--- config.mk ---
export PLATFORM = sky130hd
export DESIGN_NAME = rgb_sgen
export DESIGN_NICKNAME = d
export VERILOG_FILES = /design/src/rtl/rgb_pkg.sv /design/src/rtl/rgb_sgen_timer.sv /design/src/rtl/rgb_sgen.sv
export SDC_FILE = /design/constraint.sdc
export NUM_CORES = 1
export LEC_CHECK = 0
export CORE_ASPECT_RATIO = 1.75
export CORE_MARGIN = 2
export CORE_UTILIZATION = 50
export DETAILED_ROUTE_END_ITERATION = 12
export DONT_BUFFER_PORTS = 1
export PLACE_DENSITY_LB_ADDON = 0.25
export SLEW_MARGIN = 5
export SYNTH_ARGS = -nofsm -noshare
export SYNTH_HDL_FRONTEND = slang
export SYNTH_SLANG_ARGS = --single-unit
--- constraint.sdc ---
create_clock -name clk -period 2.5 [get_ports clk]
set_input_delay 0.375 -clock clk [delete_from_list [all_inputs] [get_ports clk]]
set_output_delay 0.375 -clock clk [all_outputs]
set_load 0.1 [all_outputs]
--- src/rtl/rgb_pkg.sv ---
// -----------------------------------------------------------------------------
// rgb_pkg
// Shared definitions for the RGB serial LED path.
//   - rgb_state_e     : generator state encoding (IDLE, HIGH, LOW, RST_HOLD)
//   - RGB_*_96M       : SK6812 default bit timings in 96 MHz clocks
//   - RGB_WORD_BITS_* : word widths for GRB (24) and RGBW (32) LEDs
//   - rgb_max()       : helper used by elaboration-time parameter checks
// No ports.
// -----------------------------------------------------------------------------
package rgb_pkg;

  typedef enum logic [1:0] {
    ST_IDLE     = 2'd0,
    ST_HIGH     = 2'd1,
    ST_LOW      = 2'd2,
    ST_RST_HOLD = 2'd3
  } rgb_state_e;

  localparam int unsigned RGB_T0H_96M      = 16;
  localparam int unsigned RGB_T0L_96M      = 74;
  localparam int unsigned RGB_T1H_96M      = 45;
  localparam int unsigned RGB_T1L_96M      = 45;
  localparam int unsigned RGB_RST_CLKS_96M = 7681;

  localparam int unsigned RGB_WORD_BITS_GRB  = 24;
  localparam int unsigned RGB_WORD_BITS_RGBW = 32;

  function automatic int unsigned rgb_max(input int unsigned a, input int unsigned b);
    return (a > b) ? a : b;
  endfunction

endpackage

--- src/rtl/rgb_sgen_timer.sv ---
// -----------------------------------------------------------------------------
// rgb_sgen_timer
// Loadable down-counter that times every phase of the serial waveform.
// A load has priority; otherwise the count decrements and parks at zero.
// Ports:
//   clk        in  clock, rising edge
//   rst_n      in  asynchronous active-low reset
//   i_load     in  load strobe
//   i_load_val in  value loaded (phase length - 1)
//   o_zero     out count is zero (last cycle of the current phase)
// -----------------------------------------------------------------------------
module rgb_sgen_timer #(
  parameter  int unsigned COUNTER_MAX = 7800,
  localparam int unsigned TW          = $clog2(COUNTER_MAX + 1)
) (
  input  logic          clk,
  input  logic          rst_n,
  input  logic          i_load,
  input  logic [TW-1:0] i_load_val,
  output logic          o_zero
);

  logic [TW-1:0] r_cnt;

  always_ff @(posedge clk or negedge rst_n) begin
    if (!rst_n) begin
      r_cnt <= '0;
    end else if (i_load) begin
      r_cnt <= i_load_val;
    end else if (r_cnt != '0) begin
      r_cnt <= r_cnt - TW'(1);
    end
  end

  assign o_zero = (r_cnt == '0);

endmodule

--- src/rtl/rgb_sgen.sv ---
// -----------------------------------------------------------------------------
// rgb_sgen
// SK6812/WS2812-style one-wire waveform generator. Accepts LED words over a
// valid/ready handshake and emits each bit MSB first as TxH high clocks then
// TxL low clocks. A word flagged frame_end is followed by a stream-reset hold
// of RST_CLKS clocks at the level latched with that word.
// Optional feature: define RGB_SGEN_STRETCH_EN to add in_stretch extra high
// clocks to every bit of a word (latched with the word).
// Ports:
//   clk, rst_n       clock (rising edge), asynchronous active-low reset
//   in_word          word to send
//   in_valid         word available
//   in_frame_end     stream reset follows this word
//   in_rst_level     line level during the stream reset
//   in_stretch       extra high clocks per bit (stretch build only)
//   out_ready        generator accepts a word this cycle
//   out_sig          serial output
//   out_busy         generator not idle
//   out_word_done    strobe in the final LOW cycle of each word
//   out_frame_done   strobe in the final stream-reset cycle
// -----------------------------------------------------------------------------
module rgb_sgen
  import rgb_pkg::*;
#(
  parameter int unsigned WORD_BITS   = RGB_WORD_BITS_GRB,
  parameter int unsigned T0H         = RGB_T0H_96M,
  parameter int unsigned T0L         = RGB_T0L_96M,
  parameter int unsigned T1H         = RGB_T1H_96M,
  parameter int unsigned T1L         = RGB_T1L_96M,
  parameter int unsigned RST_CLKS    = RGB_RST_CLKS_96M,
  parameter int unsigned COUNTER_MAX = 7800
) (
  input  logic                 clk,
  input  logic                 rst_n,
  input  logic [WORD_BITS-1:0] in_word,
  input  logic                 in_valid,
  input  logic                 in_frame_end,
  input  logic                 in_rst_level,
  input  logic [7:0]           in_stretch,
  output logic                 out_ready,
  output logic                 out_sig,
  output logic                 out_busy,
  output logic                 out_word_done,
  output logic                 out_frame_done
);

  localparam int unsigned TW = $clog2(COUNTER_MAX + 1);
  localparam int unsigned BW = (WORD_BITS > 1) ? $clog2(WORD_BITS) : 1;

`ifdef RGB_SGEN_STRETCH_EN
  localparam int unsigned HIGH_MAX = rgb_max(T0H, T1H) + 255;
`else
  localparam int unsigned HIGH_MAX = rgb_max(T0H, T1H);
`endif
  localparam int unsigned TIME_MAX =
    rgb_max(rgb_max(HIGH_MAX, rgb_max(T0L, T1L)), RST_CLKS);

  if (WORD_BITS < 1 || WORD_BITS > 32) begin : g_bad_word_bits
    $error("rgb_sgen: WORD_BITS must be 1..32");
  end
  if (T0H < 1 || T0L < 1 || T1H < 1 || T1L < 1 || RST_CLKS < 1) begin : g_bad_timing
    $error("rgb_sgen: all timing parameters must be >= 1");
  end
  if (COUNTER_MAX < TIME_MAX) begin : g_bad_counter_max
    $error("rgb_sgen: COUNTER_MAX too small for the timing parameters");
  end

  localparam logic [TW-1:0] C_T0H = TW'(T0H - 1);
  localparam logic [TW-1:0] C_T0L = TW'(T0L - 1);
  localparam logic [TW-1:0] C_T1H = TW'(T1H - 1);
  localparam logic [TW-1:0] C_T1L = TW'(T1L - 1);
  localparam logic [TW-1:0] C_RST = TW'(RST_CLKS - 1);

  rgb_state_e           r_state, w_state_nx;
  logic [WORD_BITS-1:0] r_shift;
  logic [WORD_BITS-1:0] w_shift_nx;
  logic [BW-1:0]        r_bitcnt;
  logic                 r_frame_end;
  logic                 r_rst_level;
  logic                 w_tload;
  logic [TW-1:0]        w_tval;
  logic                 w_tzero;
  logic                 w_last_bit;
  logic                 w_accept;
  logic                 w_bit_adv;
  logic [TW-1:0]        w_hi_new;  // high load for a freshly accepted word
  logic [TW-1:0]        w_hi_nxt;  // high load for the next bit of this word

  function automatic logic [TW-1:0] hi_base(input logic b);
    return b ? C_T1H : C_T0H;
  endfunction

  assign w_shift_nx = r_shift << 1;
  assign w_last_bit = (r_bitcnt == '0);

`ifdef RGB_SGEN_STRETCH_EN
  logic [7:0] r_stretch;

  always_ff @(posedge clk or negedge rst_n) begin
    if (!rst_n)        r_stretch <= '0;
    else if (w_accept) r_stretch <= in_stretch;
  end

  assign w_hi_new = hi_base(in_word[WORD_BITS-1]) + TW'(in_stretch);
  assign w_hi_nxt = hi_base(w_shift_nx[WORD_BITS-1]) + TW'(r_stretch);
`else
  logic w_unused_stretch;
  assign w_unused_stretch = ^in_stretch;
  assign w_hi_new = hi_base(in_word[WORD_BITS-1]);
  assign w_hi_nxt = hi_base(w_shift_nx[WORD_BITS-1]);
`endif

  // Ready in IDLE, and in the final LOW cycle of a word that does not end a
  // frame so a waiting word continues the stream with no idle gap.
  assign out_ready = (r_state == ST_IDLE) ||
                     ((r_state == ST_LOW) && w_tzero && w_last_bit && !r_frame_end);
  assign w_accept  = in_valid && out_ready;
  assign w_bit_adv = (r_state == ST_LOW) && w_tzero && !w_last_bit;

  assign out_busy       = (r_state != ST_IDLE);
  assign out_word_done  = (r_state == ST_LOW) && w_tzero && w_last_bit;
  assign out_frame_done = (r_state == ST_RST_HOLD) && w_tzero;

  // Decoded from the state register so an asynchronous reset drops the line
  // immediately.
  always_comb begin
    out_sig = 1'b0;
    case (r_state)
      ST_HIGH:     out_sig = 1'b1;
      ST_RST_HOLD: out_sig = r_rst_level;
      default:     out_sig = 1'b0;
    endcase
  end

  always_ff @(posedge clk or negedge rst_n) begin
    if (!rst_n) r_state <= ST_IDLE;
    else        r_state <= w_state_nx;
  end

  always_comb begin
    w_state_nx = r_state;
    w_tload    = 1'b0;
    w_tval     = '0;
    case (r_state)
      ST_IDLE: begin
        if (w_accept) begin
          w_state_nx = ST_HIGH;
          w_tload    = 1'b1;
          w_tval     = w_hi_new;
        end
      end
      ST_HIGH: begin
        if (w_tzero) begin
          w_state_nx = ST_LOW;
          w_tload    = 1'b1;
          w_tval     = r_shift[WORD_BITS-1] ? C_T1L : C_T0L;
        end
      end
      ST_LOW: begin
        if (w_tzero) begin
          if (!w_last_bit) begin
            w_state_nx = ST_HIGH;
            w_tload    = 1'b1;
            w_tval     = w_hi_nxt;
          end else if (r_frame_end) begin
            w_state_nx = ST_RST_HOLD;
            w_tload    = 1'b1;
            w_tval     = C_RST;
          end else if (w_accept) begin
            w_state_nx = ST_HIGH;
            w_tload    = 1'b1;
            w_tval     = w_hi_new;
          end else begin
            w_state_nx = ST_IDLE;
          end
        end
      end
      ST_RST_HOLD: begin
        if (w_tzero) w_state_nx = ST_IDLE;
      end
      default: w_state_nx = ST_IDLE;
    endcase
  end

  always_ff @(posedge clk or negedge rst_n) begin
    if (!rst_n) begin
      r_bitcnt    <= '0;
      r_frame_end <= 1'b0;
      r_rst_level <= 1'b0;
    end else if (w_accept) begin
      r_bitcnt    <= BW'(WORD_BITS - 1);
      r_frame_end <= in_frame_end;
      r_rst_level <= in_rst_level;
    end else if (w_bit_adv) begin
      r_bitcnt    <= r_bitcnt - BW'(1);
    end
  end

  // Word data needs no reset: it is only observed after an accept loads it.
  always_ff @(posedge clk) begin
    if (w_accept)       r_shift <= in_word;
    else if (w_bit_adv) r_shift <= w_shift_nx;
  end

  rgb_sgen_timer #(
    .COUNTER_MAX (COUNTER_MAX)
  ) u_timer (
    .clk        (clk),
    .rst_n      (rst_n),
    .i_load     (w_tload),
    .i_load_val (w_tval),
    .o_zero     (w_tzero)
  );

endmodule

==> results.toml <==
[routing]
routed_wirelength_mm = 4.94
vias_per_cell = 5.90
drc = 0
wire_per_inst_um = 17.3
firstDrtPassIters = 4
first_iter_violations = 65
antenna_left = 0
vias = 1686

[floorplan]
core_area_um2 = 4710
die_width_um = 57.2
core.rowCount = 33
io_pins = 42
start_util = 0.526
die_h_um = 97.1
dieArea_um2 = 5550

[finish]
antennaDiodeCount = 0
final_area_um2 = 2820
final_layout_size_suffix_gt1_frac = 0.252
synthToLayoutAreaGrowth_pct = 14.0
final_net_count = 274
regArea_um2 = 1270
multi_input_area_um2 = 1160
stdcell_count = 286
nFillCells = 393
final_util = 0.600

[global_route]
grt_overflow = 0
grt_pass1_vias = 1784
grt.total_usage = 0.193
grt_pass1_wl_mm = 8.22
antenna_found_initial = 0
grt_max_degree = 25

[yosys]
ys_ff_latch = 46
netlist_instances = 218
yosysSeqAreaShare = 0.513
synth_top_area_share = 0.291
synth_top_cell_by_area = "edfxtp_1"
ys_warn_count = 0
synth_area_um2 = 2480
ys_types = 44
synth_edf_count = 24
avgSynthCellArea_um2 = 11.4
synthTopCellsByArea = "edfxtp_1, dfrtp_1, mux2_2, nor2_1, xor2_1"
ys_dominant_reg_cell = "edfxtp_1"
postSynth.asyncResetShare = 0.478
synthesis.nets = 259
synth.top_cells.by_count = "edfxtp_1, nor2_1, dfrtp_1, nand2_1, mux2_2"

[cts]
cts_max_level = 2
cts_tree = "built"
clock_sinks = 46
numCtsBuffers = 5
clk_latency_ps = 300
cts-root-buf = "clkbuf_8"
cts_buffer_depth = 2
clk_pin_slew_ps = 90

[power_and_ir_drop]
sw_frac_of_total = 0.192
p_comb_frac = 0.011
vdd_drop_max_mv = 0.513
pwr_density_cell_nw_per_um2 = 481
internal-power_mw = 1.10
p_seq_frac = 0.586
clockPowerShare = 0.403
leakage_nw = 1.10
p_sw_mw = 0.260

[placement]
placed_cell_area_um2 = 2690
placed_cells = 277
numPortBuffers = 0
gp_congestion = 0.881
dp.final_hpwl_mm = 3.78

[worst_setup_path]
path_cells = "inv_1 -> ha_1 -> nor4b_4 -> and3_1 -> nand2_1 -> nor2_4 -> buf_12"
slowest_delay_ps = 410
arrival_ps = 1980
required_ps = 2120
cp-end-kind = "primary output"
crit_slowest_cell = "dfrtp_1"
start_kind = "register"
path_max_fanout = 4
critPathKind = "reg -> out"

[sta]
grt_setup_unrepaired = "no"
period_share = 0.944
hold_viol_final = 0
max_freq_mhz = 424
setup_viol = 0
period_needed_ps = 2360
max_slew.worst_pin.slew_ps = 1070
finalMaxSlewViolations = 0
skew_ps = 16.1
relSlewSlack = 0.283

[run_status]
status = "completed"

[worst_hold_path]
min_path_type = "in -> reg"

[run]
drv_cap = 0
==> per-layer routing <==
metal / wire length (um) / GRT usage / vias up
met4: 125 / 0.0912 / 0
li1: - / - / 816
met1: 1900 / 0.207 / 829
met5: 0 / 0 / -
met3: 143 / 0.0320 / 11
met2: 2770 / 0.354 / 30
==> area by class of cell <==
class	count	share of cell area
Tap cell	52	0.0230
Multi-Input combinational cell	157	0.413
Clock inverter	2	0.0133
Clock buffer	6	0.0257
Inverter	8	0.0120
Timing Repair Buffer	15	0.0629
Sequential cell	46	0.450
==> critical path: cells and delay by family (launching register included) <==
family / cells / cell delay (ps)
AND/OR/NAND/NOR: 4 / 820
buffers and inverters: 2 / 290
flip-flops: 1 / 410
adder cells (fa/ha/maj): 1 / 150
==> worst paths after layout <==
path / start / to / slack (ps) / depth (start not counted)
setup reg to reg: u_timer.r_cnt[0] / r_shift[17] / 250 / 8
hold reg to reg: r_rst_level / r_rst_level / 530 / 1
setup / recovery: u_timer.r_cnt[0] / out_word_done / 140 / 7
max in group asynchronous: rst_n / r_bitcnt[2] / 1130 / 1
min in group asynchronous: rst_n / u_timer.r_cnt[11] / 720 / 1
hold / removal: in_frame_end / r_frame_end / 220 / 1
==> sequential cells by signal, indices dropped and copies added, names as in the netlist <==
register / cells
r_shift: 24
r_rst_level: 1
r_bitcnt: 5
u_timer.r_cnt: 13
r_state: 2
r_frame_end: 1
==> cell families after synthesis <==
group / Yosys count / synth area share
simple gates: 90 / 0.206
flops: 46 / 0.513
compound gates: 26 / 0.0682
mux: 24 / 0.117
buf+inv: 15 / 0.0293
xor+xnor: 13 / 0.0460
fa+ha+maj: 4 / 0.0202
==> power groups by stage <==
stage	clock, mW	sequential [mW]	combinational (mW)
3_5_place_dp	0	0.811	0.00701
6_report	0.547	0.794	0.0152
4_1_cts	0.561	0.794	0.0157
3_3_place_gp	0	0.811	0.00667
5_1_grt	0.592	0.795	0.0176
2_1_floorplan	0	0.810	0.00603
==> stage by stage <==
stage | power (mW) | setup TNS, ps | hold WS, ps | worst slack [ps]
3_3_place_gp | 0.817 | 0 | 79.9 | 202
5_1_grt | 1.40 | 0 | 203 | 17.9
2_1_floorplan | 0.816 | -373 | 79.4 | -373
4_1_cts | 1.37 | 0 | 214 | 32.4
3_5_place_dp | 0.818 | 0 | 79.9 | 182
6_report | 1.36 | 0 | 217 | 140
==> cell usage in the layout, fill, tap and decap left out, drive strengths merged, types with 2 or more instances in the layout <==
| cell type | count |
|---|---|
| edfxtp | 24 |
| nor2 | 24 |
| mux2 | 24 |
| nand2 | 22 |
| dfrtp | 22 |
| buf | 14 |
| nand3 | 12 |
| xor2 | 10 |
| inv | 7 |
| o21ai | 7 |
| nor3 | 7 |
| a21oi | 6 |
| clkbuf | 6 |
| ha | 4 |
| nor2b | 3 |
| nor3b | 3 |
| o211ai | 3 |
| xnor2 | 3 |
| or4 | 3 |
| nor4b | 3 |
| nor4 | 3 |
| nand2b | 2 |
| and3 | 2 |
| or4b | 2 |
| clkinvlp | 2 |
| nand4 | 2 |
==> repair_timing <==
action | 4_1_cts | 5_1_grt
setup buffers | 0 | 0
hold buffers | 1 | 0
setup endpoints to repair | 0 | 3
hold endpoints to repair | 22 | 0
gates resized for setup | 0 | 1
Note: power is estimated with default switching activity, not from simulation.
